<file path="src/rtl/add_seq_pkg.sv">
// Shared definitions for the wide_add_sequencer: controller states and the
// width helper for the slice counter.
package add_seq_pkg;

    typedef enum logic [1:0] {
        S_IDLE = 2'd0,
        S_RUN  = 2'd1,
        S_DONE = 2'd2
    } state_t;

    // A single-slice configuration still needs a 1-bit counter.
    function automatic int cnt_width(input int n_slices);
        return (n_slices <= 1) ? 1 : $clog2(n_slices);
    endfunction

endpackage

</file>
<file path="src/rtl/cla_Nbit.sv">
// Combinational N-bit carry-lookahead adder: every carry is expanded directly
// from the generate/propagate terms and the carry-in.
module cla_Nbit #(
    parameter int N = 16
) (
    input  logic [N-1:0] x,
    input  logic [N-1:0] y,
    input  logic         Cin,
    output logic [N-1:0] s,
    output logic         Cout
);

    logic [N-1:0] g;
    logic [N-1:0] p;
    logic [N:0]   c;
    logic         term;

    assign g = x & y;
    assign p = x ^ y;

    // c[i] = Cin&p[0..i-1]  |  OR_j g[j]&p[j+1..i-1]
    always_comb begin
        // NOTE: every variable written here gets a value first, so no path leaves it holding state (no latch).
        c    = '0;
        term = 1'b0;
        c[0] = Cin;
        for (int i = 1; i <= N; i++) begin
            term = Cin;
            for (int k = 0; k < i; k++) term = term & p[k];
            c[i] = term;
            for (int j = 0; j < i; j++) begin
                term = g[j];
                for (int k = j + 1; k < i; k++) term = term & p[k];
                c[i] = c[i] | term;
            end
        end
    end

    assign s    = p ^ c[N-1:0];
    assign Cout = c[N];

endmodule

</file>
<file path="src/rtl/wide_add_sequencer.sv">
// Multi-cycle N-bit adder: one shared W-bit CLA slice processes the operands
// LSB slice first, with the slice carry registered between cycles.
module wide_add_sequencer #(
    parameter int N = 64,
    parameter int W = 16
) (
    input  logic         clk,
    input  logic         rst,
    input  logic         in_valid,
    output logic         in_ready,
    input  logic [N-1:0] x,
    input  logic [N-1:0] y,
    input  logic         Cin,
    output logic         out_valid,
    input  logic         out_ready,
    output logic [N-1:0] s,
    output logic         Cout
);
    import add_seq_pkg::*;

    localparam int NS = N / W;
    localparam int CW = cnt_width(NS);

    if ((W < 1) || (W > N) || ((N % W) != 0)) begin : g_param_check
        $error("wide_add_sequencer: N must be a multiple of W and 1 <= W <= N");
    end

    state_t        state_q, state_d;
    logic [CW-1:0] cnt_q, cnt_d;
    logic          carry_q, carry_d;
    logic          cout_q, cout_d;
    logic [N-1:0]  opa_q, opa_d;
    logic [N-1:0]  opb_q, opb_d;
    logic [N-1:0]  res_q, res_d;

    logic [W-1:0]   slice_s;
    logic           slice_cout;
    logic [N+W-1:0] res_cat;

    cla_Nbit #(.N(W)) u_slice (
        .x    (opa_q[W-1:0]),
        .y    (opb_q[W-1:0]),
        .Cin  (carry_q),
        .s    (slice_s),
        .Cout (slice_cout)
    );

    // New slice enters at the MSB end; works unchanged when W == N.
    assign res_cat = {slice_s, res_q};

    always_comb begin
        state_d = state_q;
        cnt_d   = cnt_q;
        carry_d = carry_q;
        cout_d  = cout_q;
        opa_d   = opa_q;
        opb_d   = opb_q;
        res_d   = res_q;
        unique case (state_q)
            S_IDLE: begin
                if (in_valid) begin
                    opa_d   = x;
                    opb_d   = y;
                    carry_d = Cin;
                    cnt_d   = '0;
                    state_d = S_RUN;
                end
            end
            S_RUN: begin
                opa_d   = opa_q >> W;
                opb_d   = opb_q >> W;
                res_d   = res_cat[N+W-1:W];
                carry_d = slice_cout;
                if (cnt_q == CW'(NS - 1)) begin
                    cout_d  = slice_cout;
                    cnt_d   = '0;
                    state_d = S_DONE;
                end else begin
                    cnt_d = cnt_q + CW'(1);
                end
            end
            S_DONE: begin
                if (out_ready) state_d = S_IDLE;
            end
            default: state_d = S_IDLE;
        endcase
    end

    // NOTE: operand and result registers are ordinary flops, not memories, so they take the reset too; state uses <= only.
    always_ff @(posedge clk or posedge rst) begin
        if (rst) begin
            state_q <= S_IDLE;
            cnt_q   <= '0;
            carry_q <= 1'b0;
            cout_q  <= 1'b0;
            opa_q   <= '0;
            opb_q   <= '0;
            res_q   <= '0;
        end else begin
            state_q <= state_d;
            cnt_q   <= cnt_d;
            carry_q <= carry_d;
            cout_q  <= cout_d;
            opa_q   <= opa_d;
            opb_q   <= opb_d;
            res_q   <= res_d;
        end
    end

    assign in_ready  = (state_q == S_IDLE);
    assign out_valid = (state_q == S_DONE);
    assign s         = res_q;
    assign Cout      = cout_q;

endmodule

</file>
<file path="config.mk">
export PLATFORM = sky130hd
export DESIGN_NAME = wide_add_sequencer
export DESIGN_NICKNAME = d
export VERILOG_FILES = /design/src/rtl/add_seq_pkg.sv /design/src/rtl/cla_Nbit.sv /design/src/rtl/wide_add_sequencer.sv
export SDC_FILE = /design/constraint.sdc
export NUM_CORES = 1
export LEC_CHECK = 0
export ABC_AREA = 1
export CORE_MARGIN = 1
export CORE_UTILIZATION = 55
export CTS_CLUSTER_SIZE = 40
export DETAILED_ROUTE_END_ITERATION = 10
export GPL_TIMING_DRIVEN = 0
export PLACE_DENSITY = 0.86
export SLEW_MARGIN = 10
export SYNTH_ARGS = -nofsm -noshare
export SYNTH_HDL_FRONTEND = slang
export SYNTH_SLANG_ARGS = --single-unit
</file>
<file path="constraint.sdc">
create_clock -name clk -period 10.51 [get_ports clk]
set_input_delay 1.051 -clock clk [delete_from_list [all_inputs] [get_ports clk]]
set_output_delay 1.051 -clock clk [all_outputs]
set_load 0.02 [all_outputs]
</file>
==> run metrics, run 1 <==
status=finished, final reports clean; Hold Fails Final Rpt=0; WL final=23.8 mm; MaxCap Viol Count=0; Worst Path Buf+Inv=2; grt total ovfl=0; initial drt markers=512; Layout Skew=0.00928 ns; worst slew pin tran=0.695 ns; first-pass GRT wire length=38.0 mm; PnR Total Power=4290 uW; clock root buffer=clkbuf_16; residual DRC count=0; CP Class=register to primary output; R2R setup slack=8.49 ns; final-report max-slew violation count=0; initial antenna violation count=1; Worst-path clk slew=0.07 ns; Seq/Total Area, Yosys=56.0%; Die Y=129 microns; Detail Route Antenna Nets=0; non-filler instance count after layout=1461; clk_lat worst skew=0.44 ns; WP data required=9.46 ns; area growth from synthesis to layout=33.1%; GP Congestion=0.938; leak pwr=0.00545 uW; YS warnings=0; WP data arrival=1.65 ns; startpoint types=register; share of layout cells above drive strength 1=7.15%; Top FF cell, synth=dfrtp_1; Yosys top cell area share=56.0%; Worst path slowest cell=clkdlybuf4s50_1; Core ar.=0.0158 sq mm; RSZ-0062 raised after global routing=no; Post-synth ARST share=100%; row cnt=46; GRT Total Usage=30.4%; CTS buffer count=17; Setup Buffers After CTS=0; I/O pin cnt=200; CTS Buffer Depth=2; pre-CTS WS=7.56 ns; final setup fails=0; Gate Count Post-Synth=1013; CP endpoint=out_valid; die width=129 microns; hold crit path type=register to register; CP startpoint=state_q[1]$_DFFE_PP0P_; Crit path depth=3; crit-path max FO=3; CTS Sinks=198; placed cell areas=0.0112 sq mm; hold bufs inserted after CTS=0; vias per std cell=5.42; DP Cell Count=1429; Initial Utilization=55.9%; post-synthesis register bit count=198; crit path capture type=primary output; # diodes=0; number of global-route vias before repair=7701; Mapped Area=0.00885 sq mm; worst vdd ir=0.000198 V; IO buf count=199; number of synthesized flops with an enable pin=0; RR Endpoint=opb_q[2]$_DFFE_PP0P_; top cells by area, synth=dfrtp_1, nand2_1, o21ai_0, a21oi_1, nor2_1; Syn Nets=1165; R2R depth=7; die area=0.0166 sq mm; post-route worst setup slack=7.81 ns; power per cell area=364 mW/mm^2; fin nets=1384; CTS H-tree lvls=4; reg2reg start=state_q[1]$_DFFE_PP0P_; fin area=0.0118 sq mm; fin crit share=25.7%; CP Cell Sequence=inv_1, nor2_1, clkdlybuf4s50_1; Max transition margin=53.7%; Fmax=0.370 GHz; Cell variety after synth=34; post-cts resize count=0; Synth area leader=dfrtp_1; top cell family by delay on the critical path=buffers and inverters; Syn Area/Cell=8.74 sq um; CP peak stage delay=0.62 ns; pin count of the biggest net entering global routing=127; drt first pass iters=5; vias=7918; CTS tree=done; TNS Setup=0 ns; DP HPWL=18.2 mm; WL per Instance=16.3 microns; post-route minimum period=2.70 ns
==> state kept, by name, summed over array words and instances, names as in the netlist <==
signal   cells
Cout         1
carry_q      1
cnt_q        2
opa_q       64
opb_q       64
s           64
state_q      2
==> cells in the mapped netlist, drive strengths merged (2+ instances only) <==
master and n:
nand2 295, dfrtp 198, o21ai 119, nor2 110, a21oi 102, buf 39, a22o 33, clkbuf 27
inv 26, ha 18, nand3 17, nand4 8, nor3 4, xnor2 4, nand3b 3, xor2 3
o22ai 2
==> power by group <==
part,switching [uW],internal [uW],total (uW)
sequential,266,1150,1420
combinational,1330,850,2180
clock,289,407,696
total,1880,2410,4290
==> tightest hold or removal path, stage by stage, from the launching register on <==
cell	delay, ns
dfrtp_1	0.34
nand2_1	0.05
nand2_1	0.05
==> cells by family (layout without fill, tap and decap cells) <==
| family | count (synthesis) | in the layout | share of synthesized area (%) |
|---|---|---|---|
| buffers and inverters | 92 | 324 | 4.52 |
| XOR/XNOR | 7 | 7 | 0.692 |
| adder cells (fa/ha/maj) | 19 | 19 | 2.77 |
| AND/OR/NAND/NOR | 439 | 439 | 19.9 |
| AO/OA/AOI/OAI | 258 | 258 | 16.2 |
| flip-flops | 198 | 198 | 56.0 |
==> layout by cell type, fill, tap and decap left out, drive strengths merged <==
cell	netlist	final
bufinv	0	4
xnor2	4	4
ha	18	18
dfrtp	198	198
a211oi	1	1
clkbuf	27	45
clkinvlp	0	2
a21oi	102	102
a21o	1	1
a22o	33	33
or2	1	1
nor4	1	1
fa	1	1
o22ai	2	2
nor3	4	4
clkinv	0	5
inv	26	29
nand2	295	295
clkdlybuf4s50	0	199
buf	39	40
nand3	17	17
nor2	110	110
nand4	8	8
nand3b	3	3
o21ai	119	119
xor2	3	3
==> how the worst min path moves through the flow <==
stage | from | to | slack, ns | depth (start not counted)
floorplan | opa_q[16]$_DFFE_PP0P_ | opa_q[16]$_DFFE_PP0P_ | 0.45 | 2
global placement | s[5]$_DFFE_PP0P_ | s[5]$_DFFE_PP0P_ | 0.45 | 2
detailed placement | s[9]$_DFFE_PP0P_ | s[9]$_DFFE_PP0P_ | 0.46 | 2
CTS | s[9]$_DFFE_PP0P_ | s[9]$_DFFE_PP0P_ | 0.47 | 2
global route | s[10]$_DFFE_PP0P_ | s[10]$_DFFE_PP0P_ | 0.49 | 2
finish | s[2]$_DFFE_PP0P_ | s[2]$_DFFE_PP0P_ | 0.47 | 2
==> per-stage QoR <==
step	hold slack, ns	util, %
after floorplan	0.454	-
after global placement	0.452	70.2
after detailed placement	0.458	70.5
after CTS	0.474	74.5
after global routing	0.493	74.5
final	0.469	74.5
==> per-layer routing <==
metal	track usage (%)	vias to the layer above	share of wire, %
met3	6.61	57	7.3
met4	13.0	0	3.1
met2	52.9	305	50
li1	-	3803	-
met5	0	-	0
met1	36.4	3753	40
==> cell type report <==
class / instances / area, sq um
Sequential cell: 198 / 4950
Fill cell: 1119 / 4040
Multi-Input combinational cell: 723 / 3500
Timing Repair Buffer: 200 / 2020
Clock buffer: 18 / 439
Buffer: 66 / 303
Tap cell: 216 / 270
Clock inverter: 14 / 198
Inverter: 26 / 105
No activity file was read; power rests on OpenSTA's default activity.
==> run 2, diff against run 1 <==
Settings changed: CORE_UTILIZATION 55 to 46, PLACE_DENSITY 0.86 to 0.77.
Clock period 10.51 ns to 2.2 ns, I/O delays scaled along.
==> run metrics, run 2 (synthesis gave the netlist of run 1 again) <==
Max transition margin=56.4%; Worst-path clk slew=0.07 ns; CP Class=register to register; CTS buffer count=17; grt total ovfl=0; final core utilization=63.4%; Detail Route Antenna Nets=0; die width=141 microns; Most Frequent Cell on Critical Path=buf_2; met1 usage=32.1%; GR Util met2=43.1%; final-report max-slew violation count=0; WP data required=2.54 ns; RSZ-0062 raised after global routing=no; area growth from synthesis to layout=34.4%; DP Cell Count=1452; non-filler instance count after layout=1488; row cnt=50; initial drt markers=500; die area=0.0198 sq mm; hold bufs inserted after CTS=0; vias=7737; hold crit path type=input pin to asynchronous set/reset pin; leak pwr=0.00549 uW; share of layout cells above drive strength 1=7.82%; Die Y=141 microns; CP endpoint=opa_q[16]$_DFFE_PP0P_; # fillers=1575; number of global-route vias before repair=7603; worst slew pin tran=0.653 ns; Worst path slowest cell=dfrtp_1; Fmax=0.498 GHz; Layout Skew=0.00928 ns; GP Congestion=0.860; CTS Buffer Depth=2; CTS tree=done; worst vdd ir=0.000828 V; fin nets=1392; CP peak stage delay=0.43 ns; DP HPWL=18.9 mm; CTS H-tree lvls=4; post-route minimum period=2.01 ns; pre-CTS WS=0.129 ns; post-route worst setup slack=0.192 ns; RR Endpoint=opa_q[16]$_DFFE_PP0P_; vias per std cell=5.20; WP data arrival=2.35 ns; met3 usage=6.11%; MaxCap Viol Count=0; clock root buffer=clkbuf_16; residual DRC count=0; first-pass GRT wire length=38.7 mm; GR peak layer=met2; commonest non-fill, non-tap cell in the layout=nand2_1; CP startpoint=state_q[1]$_DFFE_PP0P_; pin count of the biggest net entering global routing=33; initial antenna violation count=2; most frequent cells in the layout=nand2_1, clkdlybuf4s50_1, dfrtp_1; reg2reg start=state_q[1]$_DFFE_PP0P_; Hold Fails Final Rpt=0; drt first pass iters=7; crit path capture type=register; fin crit share=91.3%; Core ar.=0.0188 sq mm; CP Cell Sequence=inv_1, nand2_1, nor2_1, buf_2, buf_2, a21oi_1, o21ai_0; R2R depth=7; I/O pin cnt=200; GRT Total Usage=25.6%; power per cell area=1720 mW/mm^2; final setup fails=0; CTS Sinks=198; TNS Setup=0 ns; R2R setup slack=0.19 ns; WL per Instance=16.4 microns; clk_lat worst skew=0.45 ns; worst hold slack=0.213 ns; Initial Utilization=47.2%; crit-path max FO=10; IO buf count=199; startpoint types=register; status=finished, final reports clean; WL final=24.4 mm
==> run 2: cell count changes in the layout (fill, tap and decap cells not counted) <==
cell | previous run | this run
buf_12 | 0 | 6
buf_16 | 1 | 0
buf_4 | 1 | 4
bufinv_16 | 4 | 3
clkbuf_8 | 1 | 0
clkinv_4 | 3 | 0
clkinvlp_4 | 2 | 4
dfrtp_1 | 198 | 197
dfrtp_2 | 0 | 1
diode_2 | 0 | 1
inv_6 | 3 | 5
inv_8 | 1 | 2
==> run 2: how the worst min path moves through the flow <==
stage | start | end | slack (ns) | cells past startpoint
final | rst | s[22]$_DFFE_PP0P_ | 0.21 | 2
after global routing | rst | s[24]$_DFFE_PP0P_ | 0.25 | 2
after CTS | rst | s[6]$_DFFE_PP0P_ | 0.23 | 2
after detailed placement | s[0]$_DFFE_PP0P_ | s[0]$_DFFE_PP0P_ | 0.46 | 2
after global placement | s[0]$_DFFE_PP0P_ | s[0]$_DFFE_PP0P_ | 0.45 | 2
after floorplan | out_ready | state_q[1]$_DFFE_PP0P_ | 0.33 | 1
==> run 2: report_power, final <==
group	internal (uW)	leakage, uW	switching [uW]
Sequential	5510	0.00242	1260
Combinational	4110	0.00278	6350
Clock	1820	0.000295	1460
==> run 2: through the flow <==
step,instance area [sq um],total power (uW)
2_1_floorplan,8860,13500
3_3_place_gp,11100,16800
3_5_place_dp,11300,17100
4_1_cts,11900,20500
5_1_grt,11900,22100
6_report,11900,20500
==> run 2: what timing repair did <==
item	CTS	global route
endpoints found under the setup margin	0	3
buffers inserted	0	3
gates resized for setup	0	1
==> run 2: layer usage <==
| metal | share of wire (%) | vias to the layer above |
|---|---|---|
| met4 | 2.8 | 2 |
| met5 | 0.053 | - |
| met2 | 48 | 273 |
| met1 | 43 | 3610 |
| li1 | - | 3806 |
| met3 | 6.5 | 46 |
==> run 2: area by class of cell <==
type	instances	area [sq um]	area share [%]
Inverter	26	101	0.851
Antenna cell	1	2.50	0.0210
Sequential cell	198	4960	41.6
Multi-Input combinational cell	723	3500	29.4
Tap cell	234	293	2.46
Clock buffer	17	425	3.57
Buffer	66	303	2.54
Timing Repair Buffer	208	2130	17.9
Clock inverter	15	189	1.59
==> run 2: critical path: cells and delay by family, from the launching register on <==
kind	cells	cell delay [ns]
AND/OR/NAND/NOR	2	0.45
AO/OA/AOI/OAI	2	0.35
buffers and inverters	3	0.67
flip-flops	1	0.43
==> run 3, diff against run 2 <==
Settings changed: CORE_UTILIZATION 46 to 51, PLACE_DENSITY 0.77 to 0.81.
Clock period 2.2 ns to 2.1 ns, I/O delays scaled along.
==> run metrics, run 3 (synthesis gave the netlist of run 1 again) <==
hold bufs inserted after CTS=0; CTS H-tree lvls=4; residual DRC count=0; CTS Buffer Depth=2; startpoint types=register; Most Frequent Cell on Critical Path=buf_2; crit path capture type=register; hold crit path type=input pin to asynchronous set/reset pin; number of global-route vias before repair=7513; # fillers=1280; worst vdd ir=0.000846 V; leak pwr=0.00549 uW; GP Congestion=0.851; worst slew pin tran=0.683 ns; CTS buffer count=17; Reg power frac=33.1%; most frequent cells in the layout=nand2_1, clkdlybuf4s50_1, dfrtp_1; CTS tree=done; post-route minimum period=1.98 ns; WL final=24.2 mm; WP data arrival=2.30 ns; logic gate share of total power=51.1%; fin crit share=94.4%; die width=134 microns; commonest non-fill, non-tap cell in the layout=nand2_1; sw frac=44.0%; Worst-path clk slew=0.07 ns; initial drt markers=598; WL per Instance=16.4 microns; DP Cell Count=1438; MaxCap Viol Count=0; clk_lat worst skew=0.43 ns; drt first pass iters=5; clock root buffer=clkbuf_16; worst hold slack=0.195 ns; non-filler instance count after layout=1475; Hold Fails Final Rpt=0; CTS Sinks=198; Core ar.=0.0168 sq mm; Worst Path Buf+Inv=3; sw power=9450 uW; fin nets=1392; CP Cell Sequence=inv_1, nand2_1, nor2_1, buf_2, buf_2, a21oi_1, o21ai_0; CP Class=register to register; fin area=0.0119 sq mm; DP HPWL=18.8 mm; area growth from synthesis to layout=34.4%; P_int=12000 uW; PnR Total Power=21500 uW; Worst path slowest cell=dfrtp_1; final-report max-slew violation count=0; top cell family by delay on the critical path=buffers and inverters; first-pass GRT wire length=38.3 mm; final setup fails=0; Die Y=134 microns; status=finished, final reports clean; Fmax=0.504 GHz; die area=0.0179 sq mm; power per cell area=1800 mW/mm^2; grt total ovfl=0; vias per std cell=5.35; crit-path max FO=10; pin count of the biggest net entering global routing=40; initial antenna violation count=3; share of layout cells above drive strength 1=7.90%; row cnt=47; placed cell areas=0.0113 sq mm; IO buf count=199; Initial Utilization=52.8%; WP data required=2.41 ns; clock power share=15.8%; Max transition margin=54.5%; TNS Setup=0 ns; Layout Skew=0.00700 ns; Detail Route Antenna Nets=0; RSZ-0062 raised after global routing=no; vias=7893; GRT Total Usage=28.0%; I/O pin cnt=200; CP peak stage delay=0.42 ns
==> run 3: changes by cell type in the layout (fill, tap and decap cells not counted), sizes merged <==
| cell | delta |
|---|---|
| inv | -5 |
| clkinv | +2 |
| clkinvlp | +2 |
| clkbuf | +1 |
| diode | +1 |
==> run 3: final cells by class <==
cell class	count	area, sq um	area share, %
Tap cell	220	275	2.31
Inverter	26	101	0.852
Sequential cell	198	4950	41.6
Multi-Input combinational cell	723	3500	29.5
Buffer	66	303	2.54
Antenna cell	2	5.00	0.0421
Clock buffer	18	439	3.69
Clock inverter	14	175	1.47
Timing Repair Buffer	208	2140	18.0
==> run 3: repair_timing <==
action,CTS,global route
resized for setup,0,3
setup buffers,0,3
endpoints found under the hold margin,0,0
setup endpoints to repair,0,6
==> run 3: worst reg2reg max path, stage by stage (launching register included) <==
cell and delay [ns]:
dfrtp_1 0.42, inv_1 0.08, nand2_1 0.09, nor2_1 0.34
buf_2 0.31, buf_2 0.25, a21oi_1 0.09, o21ai_0 0.28
==> run 3: stage by stage <==
step	utilization (%)	worst slack [ns]
floorplan	-	-0.670
global placement	66.4	-2.07
detailed placement	67.1	0.0103
CTS	70.8	0.104
global route	71.0	0.00304
finish	71.0	0.117
==> run 3: metal layers <==
metal  global-route usage [%]  routed length, microns  up-vias
met5                        0                      13        -
met3                     7.53                    1890       34
met4                     7.89                     460        2
met1                     35.5                   10100     3742
met2                     46.9                   11800      298
li1                         -                       -     3817
==> run 3: power groups by stage <==
stage | sequential (uW) | combinational [uW] | clock (uW)
floorplan | 7400 | 6720 | 0
global placement | 7040 | 10400 | 0
detailed placement | 7100 | 10800 | 0
CTS | 7070 | 10900 | 3390
global route | 7280 | 12200 | 3580
finish | 7110 | 11000 | 3380
==> run 3: worst paths after layout <==
check / from / to / slack, ns / cells after the start
hold reg to reg: s[14]$_DFFE_PP0P_ / s[14]$_DFFE_PP0P_ / 0.47 / 2
min in group clk: out_ready / state_q[1]$_DFFE_PP0P_ / 0.36 / 2
setup reg to reg: state_q[1]$_DFFE_PP0P_ / opb_q[34]$_DFFE_PP0P_ / 0.12 / 7
hold / removal: rst / carry_q$_DFFE_PP0P_ / 0.19 / 2
max in group asynchronous: rst / opb_q[49]$_DFFE_PP0P_ / 0.88 / 5
setup / recovery: state_q[1]$_DFFE_PP0P_ / opb_q[34]$_DFFE_PP0P_ / 0.12 / 7
